### src/rtl/pixel_pkg.sv
// Shared defaults and types for the pixel distributor/collector pair.
package pixel_pkg;

    localparam int unsigned PIXEL_DATA_WIDTH = 10;
    localparam int unsigned SCREEN_WIDTH     = 640;
    localparam int unsigned SCREEN_HEIGHT    = 480;
    localparam int unsigned NUM_ENGINES      = 8;
    localparam int unsigned RESULT_WIDTH     = 8;

    typedef enum logic {
        WAIT   = 1'b0,
        STREAM = 1'b1
    } collector_state_t;

endpackage

### src/rtl/raster_counter.sv
// Raster-order x/y counter with compare-and-wrap at line and frame ends.
module raster_counter #(
    parameter int unsigned WIDTH         = pixel_pkg::PIXEL_DATA_WIDTH,
    parameter int unsigned SCREEN_WIDTH  = pixel_pkg::SCREEN_WIDTH,
    parameter int unsigned SCREEN_HEIGHT = pixel_pkg::SCREEN_HEIGHT
) (
    input  logic             clk,
    input  logic             reset,
    input  logic             en,
    output logic [WIDTH-1:0] x,
    output logic [WIDTH-1:0] y,
    output logic             at_sof,
    output logic             at_eof
);

    localparam logic [WIDTH-1:0] X_LAST = WIDTH'(SCREEN_WIDTH - 1);
    localparam logic [WIDTH-1:0] Y_LAST = WIDTH'(SCREEN_HEIGHT - 1);

    logic [WIDTH-1:0] x_q, x_d;
    logic [WIDTH-1:0] y_q, y_d;

    always_comb begin
        x_d = x_q;
        y_d = y_q;
        if (en) begin
            if (x_q == X_LAST) begin
                x_d = '0;
                y_d = (y_q == Y_LAST) ? '0 : y_q + WIDTH'(1);
            end else begin
                x_d = x_q + WIDTH'(1);
            end
        end
    end

    always_ff @(posedge clk or posedge reset) begin
        if (reset) begin
            x_q <= '0;
            y_q <= '0;
        end else begin
            x_q <= x_d;
            y_q <= y_d;
        end
    end

    assign x      = x_q;
    assign y      = y_q;
    assign at_sof = (x_q == '0) && (y_q == '0);
    assign at_eof = (x_q == X_LAST) && (y_q == Y_LAST);

endmodule

### src/rtl/pixel_collector.sv
// Captures one result per engine when all are done, then streams them out
// in raster order with valid/ready, pulsing fin_flag on each capture.
module pixel_collector #(
    parameter int unsigned PIXEL_DATA_WIDTH = pixel_pkg::PIXEL_DATA_WIDTH,
    parameter int unsigned SCREEN_WIDTH     = pixel_pkg::SCREEN_WIDTH,
    parameter int unsigned SCREEN_HEIGHT    = pixel_pkg::SCREEN_HEIGHT,
    parameter int unsigned NUM_ENGINES      = pixel_pkg::NUM_ENGINES,
    parameter int unsigned RESULT_WIDTH     = pixel_pkg::RESULT_WIDTH
) (
    input  logic                        clk,
    input  logic                        reset,
    input  logic [NUM_ENGINES-1:0]      eng_done,
    input  logic [RESULT_WIDTH-1:0]     eng_result [NUM_ENGINES-1:0],
    output logic                        fin_flag,
    output logic [RESULT_WIDTH-1:0]     out_data,
    output logic [PIXEL_DATA_WIDTH-1:0] out_x,
    output logic [PIXEL_DATA_WIDTH-1:0] out_y,
    output logic                        out_sop,
    output logic                        out_eop,
    output logic                        out_valid,
    input  logic                        out_ready
);

    import pixel_pkg::*;

    localparam int unsigned      IDX_W    = $clog2(NUM_ENGINES);
    localparam logic [IDX_W-1:0] IDX_LAST = IDX_W'(NUM_ENGINES - 1);

    collector_state_t        state_q, state_d;
    logic [IDX_W-1:0]        idx_q, idx_d;
    logic [RESULT_WIDTH-1:0] buffer_q [NUM_ENGINES-1:0];
    logic [RESULT_WIDTH-1:0] buffer_d [NUM_ENGINES-1:0];
    logic [RESULT_WIDTH-1:0] data_q, data_d;
    logic                    fin_q, fin_d;
    logic                    at_sof, at_eof;
    logic                    advance;

    // out_data is preloaded with the next beat so it leaves a flop directly.
    always_comb begin
        state_d  = state_q;
        idx_d    = idx_q;
        buffer_d = buffer_q;
        data_d   = data_q;
        fin_d    = 1'b0;
        case (state_q)
            WAIT: begin
                if (&eng_done) begin
                    buffer_d = eng_result;
                    idx_d    = '0;
                    data_d   = eng_result[0];
                    fin_d    = 1'b1;
                    state_d  = STREAM;
                end
            end
            STREAM: begin
                if (out_ready) begin
                    if (idx_q == IDX_LAST) begin
                        idx_d   = '0;
                        state_d = WAIT;
                    end else begin
                        idx_d  = idx_q + IDX_W'(1);
                        data_d = buffer_q[idx_q + IDX_W'(1)];
                    end
                end
            end
            default: state_d = WAIT;
        endcase
    end

    always_ff @(posedge clk or posedge reset) begin
        if (reset) begin
            state_q  <= WAIT;
            idx_q    <= '0;
            buffer_q <= '{default: '0};
            data_q   <= '0;
            fin_q    <= 1'b0;
        end else begin
            state_q  <= state_d;
            idx_q    <= idx_d;
            buffer_q <= buffer_d;
            data_q   <= data_d;
            fin_q    <= fin_d;
        end
    end

    assign advance = (state_q == STREAM) && out_ready;

    raster_counter #(
        .WIDTH        (PIXEL_DATA_WIDTH),
        .SCREEN_WIDTH (SCREEN_WIDTH),
        .SCREEN_HEIGHT(SCREEN_HEIGHT)
    ) u_raster (
        .clk   (clk),
        .reset (reset),
        .en    (advance),
        .x     (out_x),
        .y     (out_y),
        .at_sof(at_sof),
        .at_eof(at_eof)
    );

    assign out_valid = (state_q == STREAM);
    assign out_data  = data_q;
    assign fin_flag  = fin_q;
    assign out_sop   = out_valid && at_sof;
    assign out_eop   = out_valid && at_eof;

endmodule

### config.mk
export PLATFORM = sky130hd
export DESIGN_NAME = pixel_collector
export DESIGN_NICKNAME = d
export VERILOG_FILES = /design/src/rtl/pixel_pkg.sv /design/src/rtl/raster_counter.sv /design/src/rtl/pixel_collector.sv
export SDC_FILE = /design/constraint.sdc
export NUM_CORES = 1
export LEC_CHECK = 0
export ABC_AREA = 1
export ABC_CLOCK_PERIOD_IN_PS = 3760
export CAP_MARGIN = 30
export CORE_MARGIN = 2
export CORE_UTILIZATION = 32
export DETAILED_ROUTE_END_ITERATION = 16
export GPL_TIMING_DRIVEN = 0
export PLACE_DENSITY = 0.6
export SETUP_SLACK_MARGIN = 0.3
export SYNTH_ARGS = -nofsm -noshare
export SYNTH_HDL_FRONTEND = slang
export SYNTH_SLANG_ARGS = --single-unit
### constraint.sdc
create_clock -name clk -period 3.76 [get_ports clk]
set_clock_uncertainty 0.2 [all_clocks]
set_input_delay 0.564 -clock clk [delete_from_list [all_inputs] [get_ports clk]]
set_output_delay 0.564 -clock clk [all_outputs]
set_load 0.02 [all_outputs]
-- Yosys cells after proc, flatten, opt, wreduce, memory -nomap -nowiden
Index checks and enable logic that the tools add are counted.
- bits in registers: 97
- bits of input ports: 75
- output and inout port bits: 32
- logic and storage cells: 54
- $add $sub $neg: 3
- magnitude comparators: 1
- equal/unequal tests: 6
- mux-type cells: 17
- bitwise gates (word level): 1
- reductions and logical operators: 12
- operator list (kind ; number):
    $mux 8 ; 4
    $bmux 8 s3 ; 1
    $add 10x1->10 const B ; 2
    $logic_not 10->1 ; 2
    $mux 10 ; 2
    $pmux 8 s2 ; 1
    $eq 10x10->1 const B ; 1
    $eq 10x9->1 const B ; 1
    $mux 3 ; 3
    $reduce_and 9->1 ; 1
    $reduce_and 8->1 ; 1
    $ne 2x2->1 const B ; 3
    $pmux 3 s2 ; 1
    $logic_and 1x1->1 ; 5
    $lt 3x4->1 const B ; 1
    $mux 1 ; 4
    $reduce_and 2->1 ; 2
    $add 3x1->3 const B ; 1
    $eq 3x3->1 const B ; 1
    $reduce_and 3->1 ; 1
    $pmux 1 s2 ; 1
    $not 1->1 ; 1

-- Longest topological paths before layout
- depth in word-level cells: 6
- mapped depth: 10
- gate-level depth less buffers: 9

-- Cells and area by module
Synthesis repeated with hierarchy kept, for this count alone.
- cell total of the unflattened synthesis: 690
- area, all modules: 5144.9 µm²
- by module, submodules not included (module ; instances ; cells each ; area an instance (µm²) ; seq. area each (µm²)):
    pixel_collector ; 1 ; 499 ; 3813.7 ; 1926.8
    raster_counter ; 1 ; 191 ; 1331.3 ; 500.5

-- Worst setup path before layout
Ideal clock, no wire load.
- path type: register to output
- from: register u_raster.y_q[1], in the netlist u_raster.y[1]
- to: output port out_eop
- arrival: 1.649 ns
- data required time: 2.996 ns
- slack: 1.347 ns
- stages on the path, launching flop included: 6
- buffers on the path: 0
- cell sequence: dfrtp_1 -> ha_1 -> nand2_1 -> nor2_1 -> nand3_2 -> nor3_1
- longest elaborated chain between the ends: 3
- RTL lines (item ; RTL line ; RTL):
    from (decl) ; raster_counter.sv:20 ; logic [WIDTH-1:0] y_q, y_d;
    from (signal assigned) ; raster_counter.sv:41 ; y_q <= y_d;
    $eq 10x9->1 ; raster_counter.sv:48 ; assign at_eof = (x_q == X_LAST) && (y_q == Y_LAST);
    $logic_and 1x1->1 ; raster_counter.sv:48 ;
    $logic_and 1x1->1 ; pixel_collector.sv:106 ; assign out_eop = out_valid && at_eof;
    to (decl) ; pixel_collector.sv:19 ; output logic out_eop,
Every way passes these cells.

-- Final worst setup path
Ends and elaborated chain as after synthesis.

==> flow_summary.yaml <==
final_layout:
  nNetsFinal: 863
  syn2layout_area_growth_pct: 32.8
  drive_gt1_frac: 0.0712
  n_antenna_cell: 0
  utilization: 0.435
worst_setup_path:
  cp_slowest_cell: "clkdlybuf4s50_1"
  setup.worst_path.class: "reg2out"
  reg2reg_from: "idx_q[0]"
  cp_cell_sequence: "ha_1 > nand2_1 > nor2_1 > nand3_2 > nor3_1 > clkdlybuf4s50_1"
  critPathRequiredTime_ns: 3.00
  end_kind: "output port"
  path_max_fanout: 8
  critical_path.top_delay_family: "simple AND/OR/NAND/NOR gates"
  cp.arrival_ns: 2.49
  critPathLaunchType: "flop"
  worstSetupStartpoint: "u_raster.y[1]"
  critPathBufInv: 1
  cp_slowest_stage_delay_ns: 0.65
synthesis:
  ys_seq_elements: 97
  yosysTopAreaCellShare: 0.488
  synth_edf_count: 0
  ys_seq_area_frac: 0.488
  synth_ff_type: "dfrtp_1"
  syn_avg_cell_area_sq_um: 7.49
  yosys.cell_count.top_type: "nand2_1"
  synth_area_leaders: "dfrtp_1, nand2_1, nor2_1, nand3_1, inv_1"
  synth-xor-area-share: 0.00880
  synth_compound_area_frac: 0.0840
  muxShareOfSynthArea: 0
  synth-simple-area-share: 0.299
  synth_cell_type_count: 32
  synth_top_family_by_area: "simple AND/OR/NAND/NOR gates"
  yosys.area.top_type: "dfrtp_1"
  synth_common_cells: "nand2_1, dfrtp_1, nor2_1"
  syn_nets: 745
  yosys_warnings: 0
  syn_area_sq_um: 4980
  synth-async-reset-ratio: 1.00
  syn_inst: 664
  synthAdderAreaFrac: 0.0151
clock_network:
  post_cts_buffers: 0
  cts_made_buffers: 9
  hold_buffers: 0
  clock_path_buffers: 2
  cts_tree: "done"
  cts.sinks: 97
  htree_levels: 3
  clk_pin_slew_ns: 0.06
  cts_resized: 0
  cts_root_buffer: "clkbuf_16"
  clk-insertion-delay-late_ns: 0.35
global_routing:
  globalRouteTotalUtil: 0.175
  grt_antenna_before_repair: 0
  globalRouteOverflowTotal: 0
  grt_pass1_vias: 4397
  grt_max_degree: 58
  grt_pass1_wl_microns: 22300
placed_design:
  detailed_place_hpwl_microns: 10400
  place_congestion: 0.817
  dp_slack_ns: 0.934
  portBuffers: 106
sta:
  setup_viol: 0
  setup_slack_ns: 0.503
  hold_viol: 0
  fmax_mhz: 307
  rsz0062_at_grt: "no"
  slew_violations: 0
  slew_headroom: 0.625
  tightestPinTransition_ns: 0.562
  period_needed_ns: 3.26
  finalCritPeriodShare: 0.866
drt:
  drt_pass1_iterations: 4
  detail-route-antenna-nets: 0
  routedWlPerCell_microns: 14.4
  drc: 0
  drt-total-wl_microns: 14000
  viasPerCell: 4.59
  vias: 4472
  drt_first_iter_violations: 269
worst_hold_path:
  hold_start: "buffer_q[44]"
  min_path_type: "reg2reg"
floorplan:
  coreArea_sq_um: 15200
  pin_count: 107
  rows: 45
  dieHeight_microns: 129
  die_area_sq_um: 16600
  fp.dieW_microns: 129
  start_util: 0.327
pwr:
  irDropWorstVdd_mv: 0.238
  powerDensity_nw_per_um2: 520
  power.leakage_uw: 0.00327
flow_run:
  cap_violations: 0
status:
  status: "complete, no violations"
## routing by layer
layer | vias to the layer above | part of all wire | track usage
li1 | 2307 | - | -
met1 | 2050 | 0.46 | 0.232
met2 | 105 | 0.46 | 0.282
met3 | 10 | 0.065 | 0.0511
met4 | 0 | 0.010 | 0.0454
met5 | - | 0 | 0
## report_power, final
group | internal (uW) | switching [uW]
Clock | 540 | 422
Combinational | 486 | 735
Sequential | 1170 | 85.0
Total | 2200 | 1240
## worst min-delay path: stages, from the launching register on
cell and delay [ns]:
dfrtp_1 0.34, nand2_1 0.06, nand2_1 0.05
## flip-flops by register name, summed over array words and instances (netlist names)
register	flops
buffer_q	64
u_raster.x	10
u_raster.y	10
out_data	8
idx_q	3
fin_flag	1
out_valid	1
## worst paths after layout
check                                 to  slack, ns  depth (start not counted)
max                              out_eop       0.50                          6
min                         buffer_q[44]       0.28                          2
max reg2reg                  out_data[1]       1.66                          7
min reg2reg                 buffer_q[44]       0.28                          2
max in group asynchronous   buffer_q[12]       2.27                          3
min in group asynchronous  u_raster.y[0]       0.41                          2
## final cells by class
cell class,instances,area (sq um)
repair buffers,107,1090
multi-input cells,445,2030
clock inverters,5,62.6
well taps,188,235
plain buffers,31,179
flip-flops and latches,97,2430
clock buffers,11,243
inverters,91,345
fillers,1570,8590
## cell families (layout without fill, tap and decap cells)
group | after synthesis | count (layout)
AO/OA/AOI/OAI | 83 | 83
XOR/XNOR | 5 | 5
AND/OR/NAND/NOR | 351 | 351
buffers and inverters | 122 | 245
flip-flops | 97 | 97
adder cells (fa/ha/maj) | 6 | 6
## per-stage QoR
step                      power (uW)  instance area, sq um  hold WS [ns]  TNS, ns  instances
final                           3440                  6610         0.284        0        975
after global routing            3660                  6610         0.316        0        975
after CTS                       3470                  6610         0.290        0        975
after detailed placement        2500                  6300         0.272        0        959
after global placement          2480                  6270         0.266  -119.11        958
after floorplan                 2030                  4980         0.249        0        664
## placed cells by master, fill, tap and decap left out, drive strengths merged, types with 6 or more instances in the layout
cell / Yosys / final
nor2: 97 / 97
nor3: 7 / 7
buf: 25 / 26
inv: 89 / 91
nand2: 167 / 167
ha: 6 / 6
clkbuf: 6 / 17
o21ai: 22 / 22
a21oi: 60 / 60
nand3: 69 / 69
clkdlybuf4s50: 0 / 106
dfrtp: 97 / 97
Power figures use the tool's default switching activity.
